<file path="src/rtl/operand_feeder_pkg.sv">
// operand_feeder_pkg: shared types and defaults for the operand feeder.
// Holds the FSM state enum, the {a,b} pair struct/builder and size defaults.
package operand_feeder_pkg;

  localparam int DEF_WIDTH = 40;
  localparam int DEF_DEPTH = 8;

  typedef enum logic [1:0] {
    IDLE,
    RUN,
    STALL
  } state_t;

  typedef struct packed {
    logic [DEF_WIDTH-1:0] a;
    logic [DEF_WIDTH-1:0] b;
  } pair_t;

  function automatic pair_t make_pair(
    input logic [DEF_WIDTH-1:0] a,
    input logic [DEF_WIDTH-1:0] b
  );
    pair_t p;
    p.a = a;
    p.b = b;
    return p;
  endfunction

endpackage

</file>
<file path="src/rtl/operand_fifo_mem.sv">
// operand_fifo_mem: DEPTH x W register array, one write port, one comb read.
// Ports: clk, rst (async low), we/waddr/wdata write, raddr/rdata read.
module operand_fifo_mem
  import operand_feeder_pkg::*;
#(
  parameter int W     = 2 * DEF_WIDTH,
  parameter int DEPTH = DEF_DEPTH
) (
  input  logic                     clk,
  input  logic                     rst,
  input  logic                     we,
  input  logic [$clog2(DEPTH)-1:0] waddr,
  input  logic [W-1:0]             wdata,
  input  logic [$clog2(DEPTH)-1:0] raddr,
  output logic [W-1:0]             rdata
);

  logic [W-1:0] mem [DEPTH];

  always_ff @(posedge clk or negedge rst) begin
    if (!rst) begin
      for (int i = 0; i < DEPTH; i++) begin
        mem[i] <= '0;
      end
    end else if (we) begin
      mem[waddr] <= wdata;
    end
  end

  assign rdata = mem[raddr];

endmodule

</file>
<file path="src/rtl/operand_feeder.sv">
// operand_feeder: FIFO-buffered operand issue stage for a registered adder.
// Ports: in_valid/in_ready/in_a/in_b push side; hold, flush issue control;
// a/b/issue to the adder; sum_valid aligned with adder c; level occupancy;
// issued_cnt counter, built only with OPERAND_FEEDER_STATS_EN defined.
module operand_feeder
  import operand_feeder_pkg::*;
#(
  parameter int WIDTH = DEF_WIDTH,
  parameter int DEPTH = DEF_DEPTH
) (
  input  logic                     clk,
  input  logic                     rst,
  input  logic                     in_valid,
  output logic                     in_ready,
  input  logic [WIDTH-1:0]         in_a,
  input  logic [WIDTH-1:0]         in_b,
  input  logic                     hold,
  input  logic                     flush,
  output logic [WIDTH-1:0]         a,
  output logic [WIDTH-1:0]         b,
  output logic                     issue,
  output logic                     sum_valid,
  output logic [$clog2(DEPTH):0]   level,
  output logic [31:0]              issued_cnt
);

  localparam int AW = $clog2(DEPTH);
  localparam int LW = AW + 1;
  localparam logic [LW-1:0] FULL = LW'(DEPTH);
  localparam logic [LW-1:0] LONE = LW'(1);
  localparam logic [AW-1:0] PONE = AW'(1);

  logic [AW-1:0]        wptr;
  logic [AW-1:0]        rptr;
  logic [LW-1:0]        lvl_q;
  logic [LW-1:0]        lvl_d;
  state_t               state;
  state_t               state_d;
  logic                 push;
  logic                 wr;
  logic                 pop;
  logic [2*WIDTH-1:0]   head;

  // Handshake completes even during flush; only the write is dropped.
  assign push = in_valid && in_ready;
  assign wr   = push && !flush;
  assign pop  = (state != IDLE) && (lvl_q != '0)
             && !hold && !flush;

  operand_fifo_mem #(
    .W     (2 * WIDTH),
    .DEPTH (DEPTH)
  ) u_mem (
    .clk   (clk),
    .rst   (rst),
    .we    (wr),
    .waddr (wptr),
    .wdata ({in_a, in_b}),
    .raddr (rptr),
    .rdata (head)
  );

  always_comb begin
    lvl_d = lvl_q;
    if (flush) begin
      lvl_d = '0;
    end else if (wr && !pop) begin
      lvl_d = lvl_q + LONE;
    end else if (!wr && pop) begin
      lvl_d = lvl_q - LONE;
    end
  end

  always_comb begin
    state_d = state;
    unique case (1'b1)
      (lvl_d == '0):         state_d = IDLE;
      (lvl_d != '0) && hold: state_d = STALL;
      default:               state_d = RUN;
    endcase
  end

  always_ff @(posedge clk or negedge rst) begin
    if (!rst) begin
      wptr      <= '0;
      rptr      <= '0;
      lvl_q     <= '0;
      state     <= IDLE;
      in_ready  <= 1'b0;
      a         <= '0;
      b         <= '0;
      issue     <= 1'b0;
      sum_valid <= 1'b0;
    end else begin
      lvl_q     <= lvl_d;
      state     <= state_d;
      // No bypass: a pop cannot reopen a full FIFO in the same cycle.
      in_ready  <= (lvl_d < FULL);
      issue     <= pop;
      sum_valid <= issue && !flush;
      if (flush) begin
        wptr <= '0;
        rptr <= '0;
      end else begin
        if (wr) begin
          wptr <= wptr + PONE;
        end
        if (pop) begin
          rptr <= rptr + PONE;
          a    <= head[2*WIDTH-1:WIDTH];
          b    <= head[WIDTH-1:0];
        end
      end
    end
  end

  assign level = lvl_q;

`ifdef OPERAND_FEEDER_STATS_EN
  logic [31:0] cnt_q;

  // Survives flush; only reset clears it. Wraps at 2^32.
  always_ff @(posedge clk or negedge rst) begin
    if (!rst) begin
      cnt_q <= '0;
    end else if (issue) begin
      cnt_q <= cnt_q + 32'd1;
    end
  end

  assign issued_cnt = cnt_q;
`else
  assign issued_cnt = '0;
`endif

endmodule

</file>
<file path="config.mk">
export PLATFORM = sky130hd
export DESIGN_NAME = operand_feeder
export DESIGN_NICKNAME = d
export VERILOG_FILES = /design/src/rtl/operand_feeder_pkg.sv /design/src/rtl/operand_fifo_mem.sv /design/src/rtl/operand_feeder.sv
export SDC_FILE = /design/constraint.sdc
export NUM_CORES = 1
export LEC_CHECK = 0
export ABC_CLOCK_PERIOD_IN_PS = 2730
export CAP_MARGIN = 20
export CORE_MARGIN = 2
export CORE_UTILIZATION = 40
export CTS_CLUSTER_DIAMETER = 200
export DETAILED_ROUTE_END_ITERATION = 12
export GPL_TIMING_DRIVEN = 0
export MAX_ROUTING_LAYER = met4
export PLACE_DENSITY = 0.56
export SYNTH_ARGS = -nofsm -noshare
export SYNTH_HDL_FRONTEND = slang
export SYNTH_SLANG_ARGS = --single-unit
</file>
<file path="constraint.sdc">
create_clock -name clk -period 2.73 [get_ports clk]
set_input_delay 0.273 -clock clk [delete_from_list [all_inputs] [get_ports clk]]
set_output_delay 0.273 -clock clk [all_outputs]
set_load 0.03 [all_outputs]
</file>
==> qor.yml <==
startpoint_type: "flop"
drc: 0
die_h_um: 288.0
hold_slack_ns: 0.1588
ys_seq_area_share_pct: 57.02
postRouteAntennaNets: 0
cp-end-kind: "flop"
grt_antenna_before_repair: 6
io_pins: 204
critPathMaxStageDelay_ns: 0.47
hold_class: "in2reg"
finalCriticalPeriod_ns: 2.648
slowest_stage: "clkbuf_2"
clock_sinks: 735
p_total_mw: 32.54
clock_skew_ns: 0.02511
vdd_ir_drop_max_v: 0.0006229
cts_buffers: 83
synth_adder_area_share_pct: 0.1552
grt_max_degree: 120
synth_compound_area_share_pct: 1.571
timing.final.hold_violations: 0
grt_use_total_pct: 20.29
synth.cell_area_um2: 32260
worst_pin_slew_ns: 1.050
grt_pass1_vias: 20150
final_cell_mix: "735 x dfrtp_1, 612 x mux2_2, 169 x clkdlybuf4s50_1, 160 x mux4_2, 89 x nor2_1"
port_buffers: 170
vias: 18220
muxShareOfSynthArea_pct: 36.03
row_count: 104
status: "finished clean"
final_util_pct: 47.69
drt_pass1_iterations: 4
rsz0062_at_grt: "yes"
vias_per_cell: 5.294
grt_pass1_wl_mm: 123.5
setup_viol: 0
place_congestion: 0.7414
clock.fmax_mhz: 377.6
synth-simple-area-share_pct: 1.757
finalWirelength_mm: 79.74
synth_seq_cells: 735
drive_above_1_share_pct: 44.12
clk_latency_ns: 0.63
cts_max_level: 3
synth_area_leaders: "dfrtp_1 57%, mux2_2 21%, mux4_2 11%"
cts_buffer_depth: 3
path_clk_slew_ns: 0.06
crit_chain: "buf_2 -> clkbuf_2 -> buf_2 -> mux4_2 -> mux2i_1 -> a21oi_1"
coreArea_um2: 80160
slew_viol_final: 0
nNetsFinal: 2403
yosysWarnings: 0
criticalPathCategory: "reg2reg"
synth_top_area_cell: "dfrtp_1"
cp.required_ns: 3.20
grt-ovfl-total: 0
max_cap_violations: 0
netlist_instances: 2019
synth.top_cell.area_share_pct: 57.02
first_iter_violations: 825
wl_per_cell_um: 23.17
critPathBufInv: 3
critical-path-top-delay-family: "buffers and inverters"
cts_tree: "done"
dpl.hpwl_mm: 51.22
cpMostUsedCell: "buf_2"
die_area_um2: 82930
cp_data_arrival_time_ns: 3.12
power_density_nw_per_um2: 851.3
yosysUniqueCellTypes: 42
cts_root_buffer: "clkbuf_16"
leakage_nw: 17.14
synth_top_family_by_area: "multiplexers"
syn2layout_area_growth_pct: 18.51
post_synth_xor_area_fraction_pct: 0.1629
critPathMaxFanout: 10
slew_headroom_pct: 30.02
die_w_um: 288.0
syn-mean-instance-area_um2: 15.98
start_util_pct: 40.24
finalCritPeriodShare_pct: 97.01
setup_tns_ns: 0
layout_commonest_cell: "dfrtp_1"
-- what timing repair did --
action,in CTS,in global routing
resized for setup,3,14
endpoints found under the setup margin,81,37
buffers inserted,1,0
pin swaps,1,0
hold buffers,1,0
hold endpoints to repair,86,0
-- layout make-up --
class                   instances  area [um2]
multi-input cells            1144       12920
flip-flops and latches        735       18390
clock buffers                 128        2469
inverters                       5       18.77
well taps                    1060        1326
plain buffers                 166        1060
diodes                          8       20.02
fillers                      6943       41930
repair buffers                179        1904
clock inverters                16       116.4
-- report_power, final --
group / switching, mW / total (mW) / internal [mW] / leakage [nW]
Combinational: 3.60 / 7.43 / 3.83 / 6.28
Clock: 4.38 / 10.7 / 6.28 / 1.28
Sequential: 1.20 / 14.5 / 13.3 / 9.58
Total: 9.18 / 32.5 / 23.4 / 17.1
-- kinds of logic after synthesis --
group	Yosys count
other cells	1
compound gates	96
buf+inv	171
mux	881
fa+ha+maj	4
xor+xnor	6
flops	735
simple gates	125
-- sequential cells by signal (all words and copies together), names as in the netlist --
register,count
state,2
wptr,3
rptr,3
in_ready,1
sum_valid,1
u_mem.mem,640
level,4
issue,1
a,40
b,40
-- per-stage QoR --
stage / worst slack, ns / instance area, um2 / std cells
after floorplan: 0.5771 / 32370 / 2050
after global placement: -30.34 / 35400 / 3280
after detailed placement: -0.8100 / 35590 / 3287
after CTS: 0.02081 / 38200 / 3433
after global routing: -0.01152 / 38220 / 3438
final: 0.08166 / 38230 / 3441
-- worst register-to-register path, delay by kind of cell, from the launching register on --
| kind | cells | cell delay [ns] |
|---|---|---|
| AOI/OAI and AO/OA | 1 | 0.13 |
| muxes | 2 | 0.75 |
| DFF | 1 | 0.35 |
| buffers and inverters | 3 | 1.28 |
-- cells in the mapped netlist, drive strengths merged --
cell type and count:
o21ai 3, conb 1, a311oi 1, and4 1
and2 1, nand2 14, nor3 1, buf 141
or3 1, o21ba 1, a21oi 84, inv 5
nor4b 1, nand3 2, o211ai 1, xor2 2
nor2b 2, dfrtp 735, o21bai 1, o311ai 2
nor2 91, xnor2 4, a21o 1, nor4 2
a31oi 2, mux2 640, nor3b 3, mux4 160
nand4 3, mux2i 81, ha 4, nand3b 2
or3b 1, clkbuf 25
-- routing by layer --
layer / vias to the layer above / track usage, % / part of all wire, %
met5: - / - / 0
met4: 0 / 5.609 / 2.0
met3: 104 / 3.265 / 3.8
met2: 311 / 32.83 / 49
met1: 9803 / 26.60 / 45
li1: 7997 / - / -
-- path summary, 6_finish.rpt --
kind                       cells after the start           from             end  slack [ns]
setup / recovery                               6        rptr[1]           a[26]        0.08
hold / removal                                 3          flush        in_ready        0.16
setup reg to reg                               6        rptr[1]           a[26]        0.08
hold reg to reg                                1  u_mem.mem[85]   u_mem.mem[85]        0.48
max in group asynchronous                      5            rst  u_mem.mem[492]        0.42
min in group asynchronous                      2            rst  u_mem.mem[598]        0.26
(Power assumes the default switching activity.)
